## config.mk

```make
export PLATFORM = sky130hd
export DESIGN_NAME = block_move_ctrl
export DESIGN_NICKNAME = d
export VERILOG_FILES = /design/src/rtl/block_move_pkg.sv /design/src/rtl/bounce_axis.sv /design/src/rtl/block_move_ctrl.sv
export SDC_FILE = /design/constraint.sdc
export NUM_CORES = 1
export LEC_CHECK = 0
export CORE_ASPECT_RATIO = 0.6
export CORE_MARGIN = 4
export CORE_UTILIZATION = 51
export CTS_BUF_LIST = sky130_fd_sc_hd__clkbuf_8
export DETAILED_ROUTE_END_ITERATION = 8
export PLACE_DENSITY = 0.72
export SLEW_MARGIN = 20
export SYNTH_ARGS = -nofsm -noshare
export SYNTH_HDL_FRONTEND = slang
export SYNTH_SLANG_ARGS = --single-unit
```

## constraint.sdc

```tcl
create_clock -name pixel_clk -period 3.6 [get_ports pixel_clk]
set_input_delay 0.9 -clock pixel_clk [delete_from_list [all_inputs] [get_ports pixel_clk]]
set_output_delay 0.9 -clock pixel_clk [all_outputs]
set_load 0.02 [all_outputs]
```

## src/rtl/block_move_pkg.sv

```systemverilog
`default_nettype none
// ============================================================================
//  Module   : block_move_pkg
//  Brief    : Shared coordinate width and RGB888 colour constants for the
//             HDMI block-move pixel generator.
//  Revision : 1.0 - initial release
// ============================================================================
package block_move_pkg;

    localparam int          COORD_W     = 11;

    localparam logic [23:0] COLOR_WHITE = 24'hFFFFFF;
    localparam logic [23:0] COLOR_BLACK = 24'h000000;
    localparam logic [23:0] COLOR_BLUE  = 24'h0000FF;

endpackage : block_move_pkg
`default_nettype wire

```

## src/rtl/bounce_axis.sv

```systemverilog
`default_nettype none
// ============================================================================
//  Module   : bounce_axis
//  Brief    : One-axis position/direction register that steps by STEP on each
//             update strobe and reverses when it reaches MIN or MAX.
//  Revision : 1.0 - initial release
// ============================================================================
module bounce_axis
    import block_move_pkg::*;
#(
    parameter logic [COORD_W-1:0] MIN  = 11'd20,
    parameter logic [COORD_W-1:0] MAX  = 11'd1220,
    parameter logic [COORD_W-1:0] STEP = 11'd1
) (
    input  logic               clk,
    input  logic               rst_n,
    input  logic               i_update,
    output logic [COORD_W-1:0] o_pos
);

    // Lower turn point is pre-added so the decrement test never underflows.
    localparam logic [COORD_W-1:0] c_MIN_TURN = MIN + STEP;

    logic [COORD_W-1:0] r_pos;
    logic [COORD_W-1:0] w_pos_nxt;
    logic               r_dir;
    logic               w_dir_nxt;

    always_comb begin
        w_pos_nxt = r_pos;
        w_dir_nxt = r_dir;
        if (i_update) begin
            if (r_dir) begin
                if (r_pos + STEP >= MAX) begin
                    w_pos_nxt = MAX;
                    w_dir_nxt = 1'b0;
                end else begin
                    w_pos_nxt = r_pos + STEP;
                end
            end else begin
                if (r_pos <= c_MIN_TURN) begin
                    w_pos_nxt = MIN;
                    w_dir_nxt = 1'b1;
                end else begin
                    w_pos_nxt = r_pos - STEP;
                end
            end
        end
    end

    always_ff @(posedge clk or negedge rst_n) begin
        if (!rst_n) begin
            r_pos <= MIN;
            r_dir <= 1'b1;
        end else begin
            r_pos <= w_pos_nxt;
            r_dir <= w_dir_nxt;
        end
    end

    assign o_pos = r_pos;

endmodule : bounce_axis
`default_nettype wire

```

## src/rtl/block_move_ctrl.sv

```systemverilog
`default_nettype none
// ============================================================================
//  Module   : block_move_ctrl
//  Brief    : Pixel generator drawing a white border, blue background and a
//             bouncing black block; block moves only at end of frame.
//  Revision : 1.0 - initial release
// ============================================================================
module block_move_ctrl
    import block_move_pkg::*;
#(
    parameter int H_DISP   = 1280,
    parameter int V_DISP   = 720,
    parameter int BORDER   = 20,
    parameter int BLOCK    = 40,
    parameter int STEP     = 1,
    parameter int MOVE_DIV = 742500
) (
    input  logic               pixel_clk,
    input  logic               sys_rst_n,
    input  logic [COORD_W-1:0] pixel_xpos,
    input  logic [COORD_W-1:0] pixel_ypos,
    output logic [23:0]        pixel_data
);

    localparam int                 c_TICK_W    = (MOVE_DIV > 1) ? $clog2(MOVE_DIV) : 1;
    localparam logic [c_TICK_W-1:0] c_TICK_LAST = c_TICK_W'(MOVE_DIV - 1);
    localparam logic [COORD_W-1:0] c_BORDER    = COORD_W'(BORDER);
    localparam logic [COORD_W-1:0] c_STEP      = COORD_W'(STEP);
    localparam logic [COORD_W-1:0] c_X_MAX     = COORD_W'(H_DISP - BORDER - BLOCK);
    localparam logic [COORD_W-1:0] c_Y_MAX     = COORD_W'(V_DISP - BORDER - BLOCK);
    localparam logic [COORD_W-1:0] c_H_END     = COORD_W'(H_DISP);
    localparam logic [COORD_W-1:0] c_V_END     = COORD_W'(V_DISP);
    localparam logic [COORD_W-1:0] c_RIGHT     = COORD_W'(H_DISP - BORDER);
    localparam logic [COORD_W-1:0] c_BOTTOM    = COORD_W'(V_DISP - BORDER);
    localparam logic [COORD_W-1:0] c_BLK_M1    = COORD_W'(BLOCK - 1);

    logic [c_TICK_W-1:0] r_tick;
    logic [c_TICK_W-1:0] w_tick_nxt;
    logic                r_move_pend;
    logic                w_move_pend_nxt;
    logic                w_tick_wrap;
    logic                w_frame_end;
    logic                w_update;

    logic [COORD_W-1:0]  w_x_pos;
    logic [COORD_W-1:0]  w_y_pos;
    logic [COORD_W-1:0]  w_col;
    logic [COORD_W-1:0]  w_row;
    logic                w_active;
    logic                w_border;
    logic                w_block;
    logic [23:0]         w_pixel_nxt;
    logic [23:0]         r_pixel_data;

    // Move request timing and frame-end gated position update
    always_comb begin
        w_tick_wrap     = (r_tick == c_TICK_LAST);
        w_tick_nxt      = w_tick_wrap ? '0 : r_tick + c_TICK_W'(1);
        w_frame_end     = (pixel_xpos == c_H_END) && (pixel_ypos == c_V_END);
        w_update        = w_frame_end && (r_move_pend || w_tick_wrap);
        w_move_pend_nxt = r_move_pend;
        if (w_update) begin
            w_move_pend_nxt = 1'b0;
        end else if (w_tick_wrap) begin
            w_move_pend_nxt = 1'b1;
        end
    end

    always_ff @(posedge pixel_clk or negedge sys_rst_n) begin
        if (!sys_rst_n) begin
            r_tick      <= '0;
            r_move_pend <= 1'b0;
        end else begin
            r_tick      <= w_tick_nxt;
            r_move_pend <= w_move_pend_nxt;
        end
    end

    bounce_axis #(
        .MIN  (c_BORDER),
        .MAX  (c_X_MAX),
        .STEP (c_STEP)
    ) u_x_axis (
        .clk      (pixel_clk),
        .rst_n    (sys_rst_n),
        .i_update (w_update),
        .o_pos    (w_x_pos)
    );

    bounce_axis #(
        .MIN  (c_BORDER),
        .MAX  (c_Y_MAX),
        .STEP (c_STEP)
    ) u_y_axis (
        .clk      (pixel_clk),
        .rst_n    (sys_rst_n),
        .i_update (w_update),
        .o_pos    (w_y_pos)
    );

    // Coordinates are 1-based on the request bus; zero means blanking.
    always_comb begin
        w_active = (pixel_xpos != '0) && (pixel_ypos != '0);
        w_col    = pixel_xpos - COORD_W'(1);
        w_row    = pixel_ypos - COORD_W'(1);
        w_border = (w_col < c_BORDER) || (w_col >= c_RIGHT) ||
                   (w_row < c_BORDER) || (w_row >= c_BOTTOM);
        w_block  = (w_col >= w_x_pos) && (w_col <= w_x_pos + c_BLK_M1) &&
                   (w_row >= w_y_pos) && (w_row <= w_y_pos + c_BLK_M1);
        w_pixel_nxt = COLOR_BLACK;
        if (w_active) begin
            if (w_border) begin
                w_pixel_nxt = COLOR_WHITE;
            end else if (w_block) begin
                w_pixel_nxt = COLOR_BLACK;
            end else begin
                w_pixel_nxt = COLOR_BLUE;
            end
        end
    end

    always_ff @(posedge pixel_clk or negedge sys_rst_n) begin
        if (!sys_rst_n) begin
            r_pixel_data <= '0;
        end else begin
            r_pixel_data <= w_pixel_nxt;
        end
    end

    assign pixel_data = r_pixel_data;

endmodule : block_move_ctrl
`default_nettype wire

```

==> flow_summary.yaml, run 1 <==
yosys:
  synth_top_area_cell: "dfrtp_1"
  synth_edf_count: 0
  synth_flop_cell: "dfrtp_1"
  yosys_warnings: 0
  ys_seq_area_share_pct: 23.2
  avgSynthCellArea_sq_um: 7.85
  syn_inst: 649
  synth_async_sr_flop_share_pct: 100
  synth_seq_cells: 47
  yosysUniqueCellTypes: 73
  synth_fp_nets: 724
  synth_top_area_share_pct: 20.1
  netlist_top_cells_area: "dfrtp_1, ha_1, xnor2_1, a21oi_1, o21ai_0"
  synth_area_sq_um: 5100
timing:
  finalHoldViolations: 0
  fin_crit_sh_pct: 97.6
  slew_headroom_pct: 43.0
  holdWs_ps: 497
  slew_violations: 0
  setup_violations: 0
  setup_slack_ps: 86.7
  skew_ps: 14.2
  min_period_ps: 3510
  worst_slew_pin_slew_ps: 847
  fmax_ghz: 0.285
  fin_tns_setup_ps: 0
clock_tree:
  clockBufferDepth: 2
  cts_sinks: 47
  htreeDepth: 2
  cts_tree: "built"
  cts_buffers: 5
  clk_pin_slew_worst_paths_ps: 100
  clk_latency_ps: 320
  postCtsHoldBufs: 0
  clockRootBuffer: "clkbuf_8"
final_layout:
  area_delta_synth_final_pct: 21.3
  fin_nets: 790
  final_common_cell: "buf_4"
  drive_above_1_share_pct: 16.2
  layout_common_cells: "buf_4, nor2_1, ha_1, nand2_1, xnor2_1"
  n_antenna_cell: 0
drt:
  drt_first_pass_iters: 5
  vias: 5182
  ant_nets: 0
  drt_iter0_drc: 586
  wl_per_cell_um: 16.7
  drc: 0
  totalWireLength_mm: 14.1
  via_per_inst: 6.13
placed_design:
  dpl_worst_slack_ps: -519
  place.gp.congestion: 0.960
  dp.final_hpwl_mm: 10.9
  port_buffers: 47
worst_setup_path:
  cp_slowest_cell: "or4_4"
  crit_required_ps: 3800
  slowest_delay_ps: 510
  worst-path-buf-inv: 1
  crit_start: "pixel_xpos[2]"
  criticalPathCategory: "primary input to flip-flop"
  crit_chain: "clkdlybuf4s50_1 > or4_4 > nor2_2 > xor2_2 > ha_1 > nand4_1 > a21oi_1 > or3_1 > maj3_2 > a21oi_2 > o21ai_1 > nand2_1 > a31oi_1"
  cp_max_fo: 3
  cp-start-kind: "primary input"
  cp.arrival_ps: 3710
  path_delay_family: "simple AND/OR/NAND/NOR gates"
  crit_path_end_kind: "flip-flop"
  r2r-start: "u_x_axis.o_pos[1]"
floorplan:
  ios: 48
  die_area_sq_um: 11700
  die_h_um: 85.4
  initial_core_util_pct: 53.9
  die_w_um: 137
  rows: 27
  coreArea_sq_um: 9460
power_and_ir_drop:
  p_leak_nw: 2.60
  power_mw: 1.23
  ir_drop_v: 0.000164
  power_density_nw_per_um2: 198
grt:
  grt_overflow_total: 0
  grt_max_degree: 35
  grt_usage_pct: 24.1
  grt_pass1_wl_mm: 23.3
  antenna_found_initial: 0
  first_global_vias: 4784
run:
  maxCapViolCount: 0
status:
  outcome: "complete, no violations"
hold_path:
  min_path_type: "flip-flop to flip-flop"
  min_from: "r_tick[0]"
## worst reg2reg max path, cell delays in order, from the launching register on
cell	delay, ps
dfrtp_1	480
inv_1	160
ha_1	280
nand2_1	140
a31oi_1	350
xnor2_1	170
ha_1	260
nand4_1	110
a21oi_1	60
or3_1	380
maj3_2	320
a21oi_2	140
o21ai_1	90
nand2_1	70
a31oi_1	70
## synthesized netlist by cell type (all sizes together), types with 3 or more instances
cell and number:
a211oi 3, a21boi 4, a21o 3, a21oi 40, a221oi 3, a22o 3
a31oi 12, a32oi 6, and2 7, and3 6, and4b 3, buf 32
clkbuf 18, dfrtp 41, dfstp 6, ha 51, inv 37, nand2 49
nand2b 3, nand3 31, nand4 14, nor2 53, nor2b 6, nor3 31
nor4 9, o211ai 5, o21a 3, o21ai 42, o22ai 4, o31ai 9
o32ai 5, or2 4, or3 4, or4 5, xnor2 47, xor2 15
## registers in the layout (all words and copies together) (netlist names)
register and count:
r_tick 20, u_y_axis.o_pos 11, u_x_axis.r_dir 1, r_move_pend 1, u_x_axis.o_pos 11, u_y_axis.r_dir 1
pixel_data 2
## logic make-up after synthesis
| family | count (synthesis) | share of synthesized area [%] |
|---|---|---|
| xor+xnor | 62 | 10.7 |
| fa+ha+maj | 52 | 12.7 |
| simple gates | 236 | 24.0 |
| flops | 47 | 23.2 |
| compound gates | 162 | 20.6 |
| mux | 2 | 0.393 |
| buf+inv | 88 | 8.44 |
## where the power goes
part / switching (mW) / total (mW) / leakage [nW] / internal (mW)
clock: 0.201 / 0.411 / 0.0548 / 0.210
combinational: 0.143 / 0.282 / 1.99 / 0.140
sequential: 0.00337 / 0.532 / 0.549 / 0.529
total: 0.347 / 1.23 / 2.60 / 0.878
## layout make-up
cell class | instances | area, sq um
Timing Repair Buffer | 109 | 950
Tap cell | 130 | 163
Fill cell | 809 | 3280
Multi-Input combinational cell | 514 | 3630
Clock inverter | 3 | 46.3
Inverter | 38 | 143
Clock buffer | 5 | 68.8
Sequential cell | 47 | 1180
## timing repair
item,CTS,global route
pin swaps,5,17
cloned,0,0
gates resized for setup,7,32
hold endpoints to repair,0,0
setup endpoints to repair,1,1
setup buffers,5,4
## stage by stage
stage,instance area [sq um],utilization [%],cells
2_1_floorplan,5100,-,649
3_3_place_gp,5850,61.9,829
3_5_place_dp,5850,61.9,829
4_1_cts,6010,63.6,842
5_1_grt,6180,65.3,846
6_report,6180,65.3,846
## final timing paths
kind	slack, ps	cells past startpoint	end
worst max-delay path	90	13	pixel_data[7]
worst min-delay path	500	1	r_tick[0]
worst max register to register	390	14	pixel_data[7]
worst min register to register	500	1	r_tick[0]
max in group asynchronous	2240	2	u_y_axis.o_pos[9]
min in group asynchronous	650	1	u_x_axis.o_pos[0]
## layer usage
metal	part of all wire, %	up-vias	GRT usage (%)
met1	48	2478	35.4
met2	44	217	37.1
met4	0.69	0	3.62
li1	-	2476	-
met5	0	-	0
met3	7.8	11	5.04
(Power assumes the default switching activity.)
==> run 2, diff against run 1 <==
--- a/config.mk
+++ b/config.mk
@@ -10,7 +10,8 @@
 export CORE_UTILIZATION = 51
 export CTS_BUF_LIST = sky130_fd_sc_hd__clkbuf_8
 export DETAILED_ROUTE_END_ITERATION = 8
-export PLACE_DENSITY = 0.72
+export DONT_BUFFER_PORTS = 1
+export PLACE_DENSITY = 0.66
 export SLEW_MARGIN = 20
 export SYNTH_ARGS = -nofsm -noshare
 export SYNTH_HDL_FRONTEND = slang
==> constraint.sdc (replaced) <==
create_clock -name pixel_clk -period 4 [get_ports pixel_clk]
set_input_delay 1 -clock pixel_clk [delete_from_list [all_inputs] [get_ports pixel_clk]]
set_output_delay 1 -clock pixel_clk [all_outputs]
set_load 0.02 [all_outputs]
==> run 2 against run 1 <==
  * Register-to-register slack improved by 230 ps
  * Die area unchanged
  * Wire length decreased by 4.8%
  * Clock skew is 0.69 ps higher
  * Power decreased by 23%
  * Critical path depth grew 1
  * Cell count fell by 12%
  * Combinational power is 59% lower
  * Critical endpoint unchanged
  * Largest cell class unchanged
  * Highest routed layer unchanged
==> flow_summary.yaml, run 2 (synthesized netlist as in run 1, its figures left out) <==
status:
  outcome: "complete, no violations"
timing:
  fin_crit_sh_pct: 90.6
  slew_violations: 0
  skew_ps: 14.9
  fmax_ghz: 0.276
  setup_violations: 0
  min_period_ps: 3620
  fin_tns_setup_ps: 0
  worst_slew_pin_slew_ps: 887
  slew_headroom_pct: 41.1
  finalHoldViolations: 0
  rsz0062_at_grt: "false"
worst_setup_path:
  crit_chain: "inv_1 > ha_1 > or4b_4 > nor2_2 > nand2_1 > nor2_1 > xor2_1 > ha_1 > nand2_1 > nor2_1 > a21boi_0 > o31ai_1 > and4b_1 > a31oi_1"
  worst-path-buf-inv: 1
  crit_path_end_kind: "flip-flop"
  criticalPathCategory: "primary input to flip-flop"
  cp_slowest_cell: "or4b_4"
  cp_max_fo: 6
  cp-start-kind: "primary input"
  path_delay_family: "simple AND/OR/NAND/NOR gates"
  cp.arrival_ps: 3810
  slowest_delay_ps: 530
  crit_required_ps: 4190
placed_design:
  place.gp.congestion: 0.980
  place_area_sq_um: 5050
  dp.final_hpwl_mm: 10.4
  port_buffers: 0
floorplan:
  rows: 27
  ios: 48
  die_area_sq_um: 11700
  die_w_um: 137
  die_h_um: 85.4
  initial_core_util_pct: 53.9
  coreArea_sq_um: 9460
clock_tree:
  cts_setup_buffers: 0
  clockBufferDepth: 2
  cts_sinks: 47
  clk_pin_slew_worst_paths_ps: 110
  cts_buffers: 5
  cts_tree: "built"
  clockRootBuffer: "clkbuf_8"
  post_cts_resized: 0
  clk_latency_ps: 320
  postCtsHoldBufs: 0
  htreeDepth: 2
drt:
  ant_nets: 0
  drt_iter0_drc: 689
  totalWireLength_mm: 13.4
  vias: 4720
  drc: 0
  wl_per_cell_um: 18.0
  via_per_inst: 6.33
  drt_first_pass_iters: 5
grt:
  first_global_vias: 4151
  grt_pass1_wl_mm: 22.2
  grt_usage_pct: 23.3
  antenna_found_initial: 0
  grt_overflow_total: 0
  grt_max_degree: 48
power_and_ir_drop:
  p_leak_nw: 2.09
  power_density_nw_per_um2: 184
  ir_drop_v: 0.000136
final_layout:
  drive_above_1_share_pct: 6.33
  n_antenna_cell: 0
  largest-register: "r_tick"
  layout_common_cells: "nor2_1, ha_1, nand2_1, xnor2_1"
  largest_register_ffs: 20
  fin_nets: 690
  final_common_cell: "nor2_1"
  fin_area_sq_um: 5150
  area_delta_synth_final_pct: 0.957
hold_path:
  min_path_type: "primary input to asynchronous set/reset pin"
run:
  maxCapViolCount: 0
-- run 2: changes by cell type in the layout (fill, tap and decap cells not counted), sizes merged --
cell	before	now
clkdlybuf4s50	42	0
clkinvlp	1	0
dlymetal6s2s	2	0
buf	63	9
dlygate4sd2	2	0
clkinv	1	2
clkbuf	5	6
bufinv	1	0
-- run 2: where the power goes --
part / leakage [nW] / internal [mW] / switching, mW
Combinational: 1.49 / 0.0526 / 0.0632
Sequential: 0.549 / 0.476 / 0.0206
Clock: 0.0516 / 0.142 / 0.192
-- run 2: final cells by class --
type,instances,area [sq um]
clock inverter,2,13.8
clock buffer,6,82.6
inverter,38,143
timing repair buffer,9,67.6
sequential,47,1190
fill,893,4310
tap,130,163
multi-input combinational,514,3490
-- run 2: path summary, 6_finish.rpt --
kind,start,end,slack [ps],depth (start not counted)
max,pixel_ypos[0],pixel_data[7],380,14
min,sys_rst_n,u_x_axis.o_pos[8],370,0
max reg2reg,u_x_axis.o_pos[0],pixel_data[7],620,14
min reg2reg,r_tick[0],r_tick[0],480,1
max in group asynchronous,sys_rst_n,u_y_axis.o_pos[2],3420,0
min in group pixel_clk,r_tick[0],r_tick[0],480,1
-- run 2: routing by layer --
layer | GRT usage, % | wire, um
met1 | 39.2 | 7010
met2 | 29.3 | 5000
met3 | 5.45 | 1400
met4 | 2.90 | 44
met5 | 0 | 0
-- run 2: per-stage QoR --
stage	std cells	power [mW]	worst slack, ps	hold WS (ps)	util [%]
2_1_floorplan	649	0.614	291	455	-
3_3_place_gp	738	0.617	220	477	53.4
3_5_place_dp	738	0.619	80.3	475	53.4
4_1_cts	746	0.953	439	356	54.4
5_1_grt	746	0.990	222	345	54.4
6_report	746	0.946	375	366	54.4
==> patch, RTL diff (config.mk and constraints of run 1) <==
The parameter `V_DISP` goes from 720 to 360.
--- a/src/rtl/block_move_ctrl.sv
+++ b/src/rtl/block_move_ctrl.sv
@@ -9,7 +9,7 @@
     import block_move_pkg::*;
 #(
     parameter int H_DISP   = 1280,
-    parameter int V_DISP   = 720,
+    parameter int V_DISP   = 360,
     parameter int BORDER   = 20,
     parameter int BLOCK    = 40,
     parameter int STEP     = 1,
Function: changed (Yosys sat finds a counterexample within 4 cycles, from zero or initial values and one cycle with sys_rst_n low).
==> patch against run 1 <==
- clock power decreased by 14%
- sequential cell count unchanged
- wire length increased by 5.1%
- first-iteration DRC count increased by 21%
- area after synthesis increased by 3.3%
- design area increased by 3.0%
- combinational power decreased by 5%
- hold slack got worse by 0.0076 ns
- synthesized cell count increased by 4.2%
- power decreased by 5.9%
- non-clock buffer count increased by 6
- via count increased by 3.0%
- setup slack got worse by 0.0059 ns
- critical endpoint unchanged
- largest power group unchanged
==> patch: results <==
metrics = {
    "final_layout": {
        "nets": 815,
        "seq_area_share_pct": 18.6,
        "buf_share_pct": 15.6,
        "n_all_inverters": 36,
        "multi_input_area_share_pct": 59.5,
        "drive_gt1_share_pct": 16.2,
        "fillers": 834,
        "n_all_buffers": 115,
        "antenna_cells": 0,
        "clock_tree_area_fraction_pct": 1.57,
        "nClkBuffers": 7,
        "multiInputCombCellCount": 536,
    },
    "status": {
        "status": "complete, no violations",
    },
    "timing": {
        "setup_ws_ns": 0.0808,
        "skew_ns": 0.0130,
        "worst_pin_slew_ns": 0.786,
    },
    "synth": {
        "synthMuxAreaShare_pct": 0.594,
        "synth_xor_area_share_pct": 10.3,
        "syn-num-nets": 750,
        "synth.yosys.seq_area_share_pct": 22.5,
        "synth_cells": 676,
        "synth_commonest_cells": "nor2_1 (63), ha_1 (50), nand2_1 (49)",
        "yosysUniqueCellTypes": 70,
        "synth_compound_area_share_pct": 21.5,
        "synthTopCellsByArea": "dfrtp_1 (19%), ha_1 (12%), xnor2_1 (6.8%)",
        "synth_adder_area_share_pct": 12.3,
    },
    "critical_path": {
        "path_max_fanout": 4,
        "critical-path-max-stage-delay_ns": 0.60,
        "r2r.worst_path.cells": 13,
        "r2r_setup_slack_ns": 0.35,
        "crit_arrival_ns": 3.75,
        "path_delay_family": "simple AND/OR/NAND/NOR gates",
        "r2r_start": "u_y_axis.o_pos[0]",
    },
    "global_routing": {
        "grt_util_all_layers_pct": 24.4,
        "grt_pass1_wl_um": 24500,
        "grt_pass1_vias": 4993,
        "grt_start_max_net_pins": 25,
    },
    "detailed_routing": {
        "routedWlPerCell_um": 16.9,
        "routed_via_density": 6.09,
        "drt_wl_total_um": 14900,
        "dr.first_iter.drc_count": 709,
        "drt_pass1_iterations": 6,
    },
    "power_and_ir_drop": {
        "leakagePower_nw": 2.68,
        "seqPwrFrac_pct": 46.0,
        "clkPwrFrac_pct": 30.6,
        "powerComb_mw": 0.269,
        "ir_drop_v": 0.000136,
        "p_int_mw": 0.838,
    },
    "cts": {
        "cts_root_buffer": "clkbuf_8",
        "cts_setup_buffers": 0,
        "cts_resized": 12,
        "clk_latency_ns": 0.31,
        "htreeDepth": 2,
    },
    "placement": {
        "gp_congestion": 0.971,
        "numPlacedInstances": 861,
        "hpwl_um": 11400,
        "post-place-ws_ns": -0.668,
    },
    "hold_path": {
        "min_to": "r_tick[0]",
    },
}
[patch: cell count changes after synthesis, sizes merged, moves of 4 or more]
cell / run 1 / this run
a211o: 1 / 5
a211oi: 3 / 9
a21o: 3 / 8
a21oi: 40 / 27
a32oi: 6 / 2
buf: 32 / 24
clkbuf: 18 / 33
nand4: 14 / 18
nor2: 53 / 63
nor3: 31 / 27
nor4: 9 / 13
o32ai: 5 / 1
xnor2: 47 / 41
xor2: 15 / 20
[patch: through the flow]
stage	util, %	area, µm²	hold slack [ns]	TNS [ns]
finish	64.0	6360	0.489	0
global route	64.0	6360	0.517	-0.0406
CTS	62.3	6200	0.499	0
detailed placement	60.8	6050	0.487	-0.668
global placement	60.8	6050	0.473	-0.424
floorplan	-	5260	0.455	0
[patch: metal layers]
layer  share of wire (%)  GRT usage (%)  vias to the layer above  wire (µm)
li1                    -              -                     2577          -
met1                  48           35.7                     2505       7070
met2                  44           36.8                      226       6460
met3                 7.8           5.46                       29       1150
met4                 1.1           5.68                        0        168
met5                   0              0                        -          0
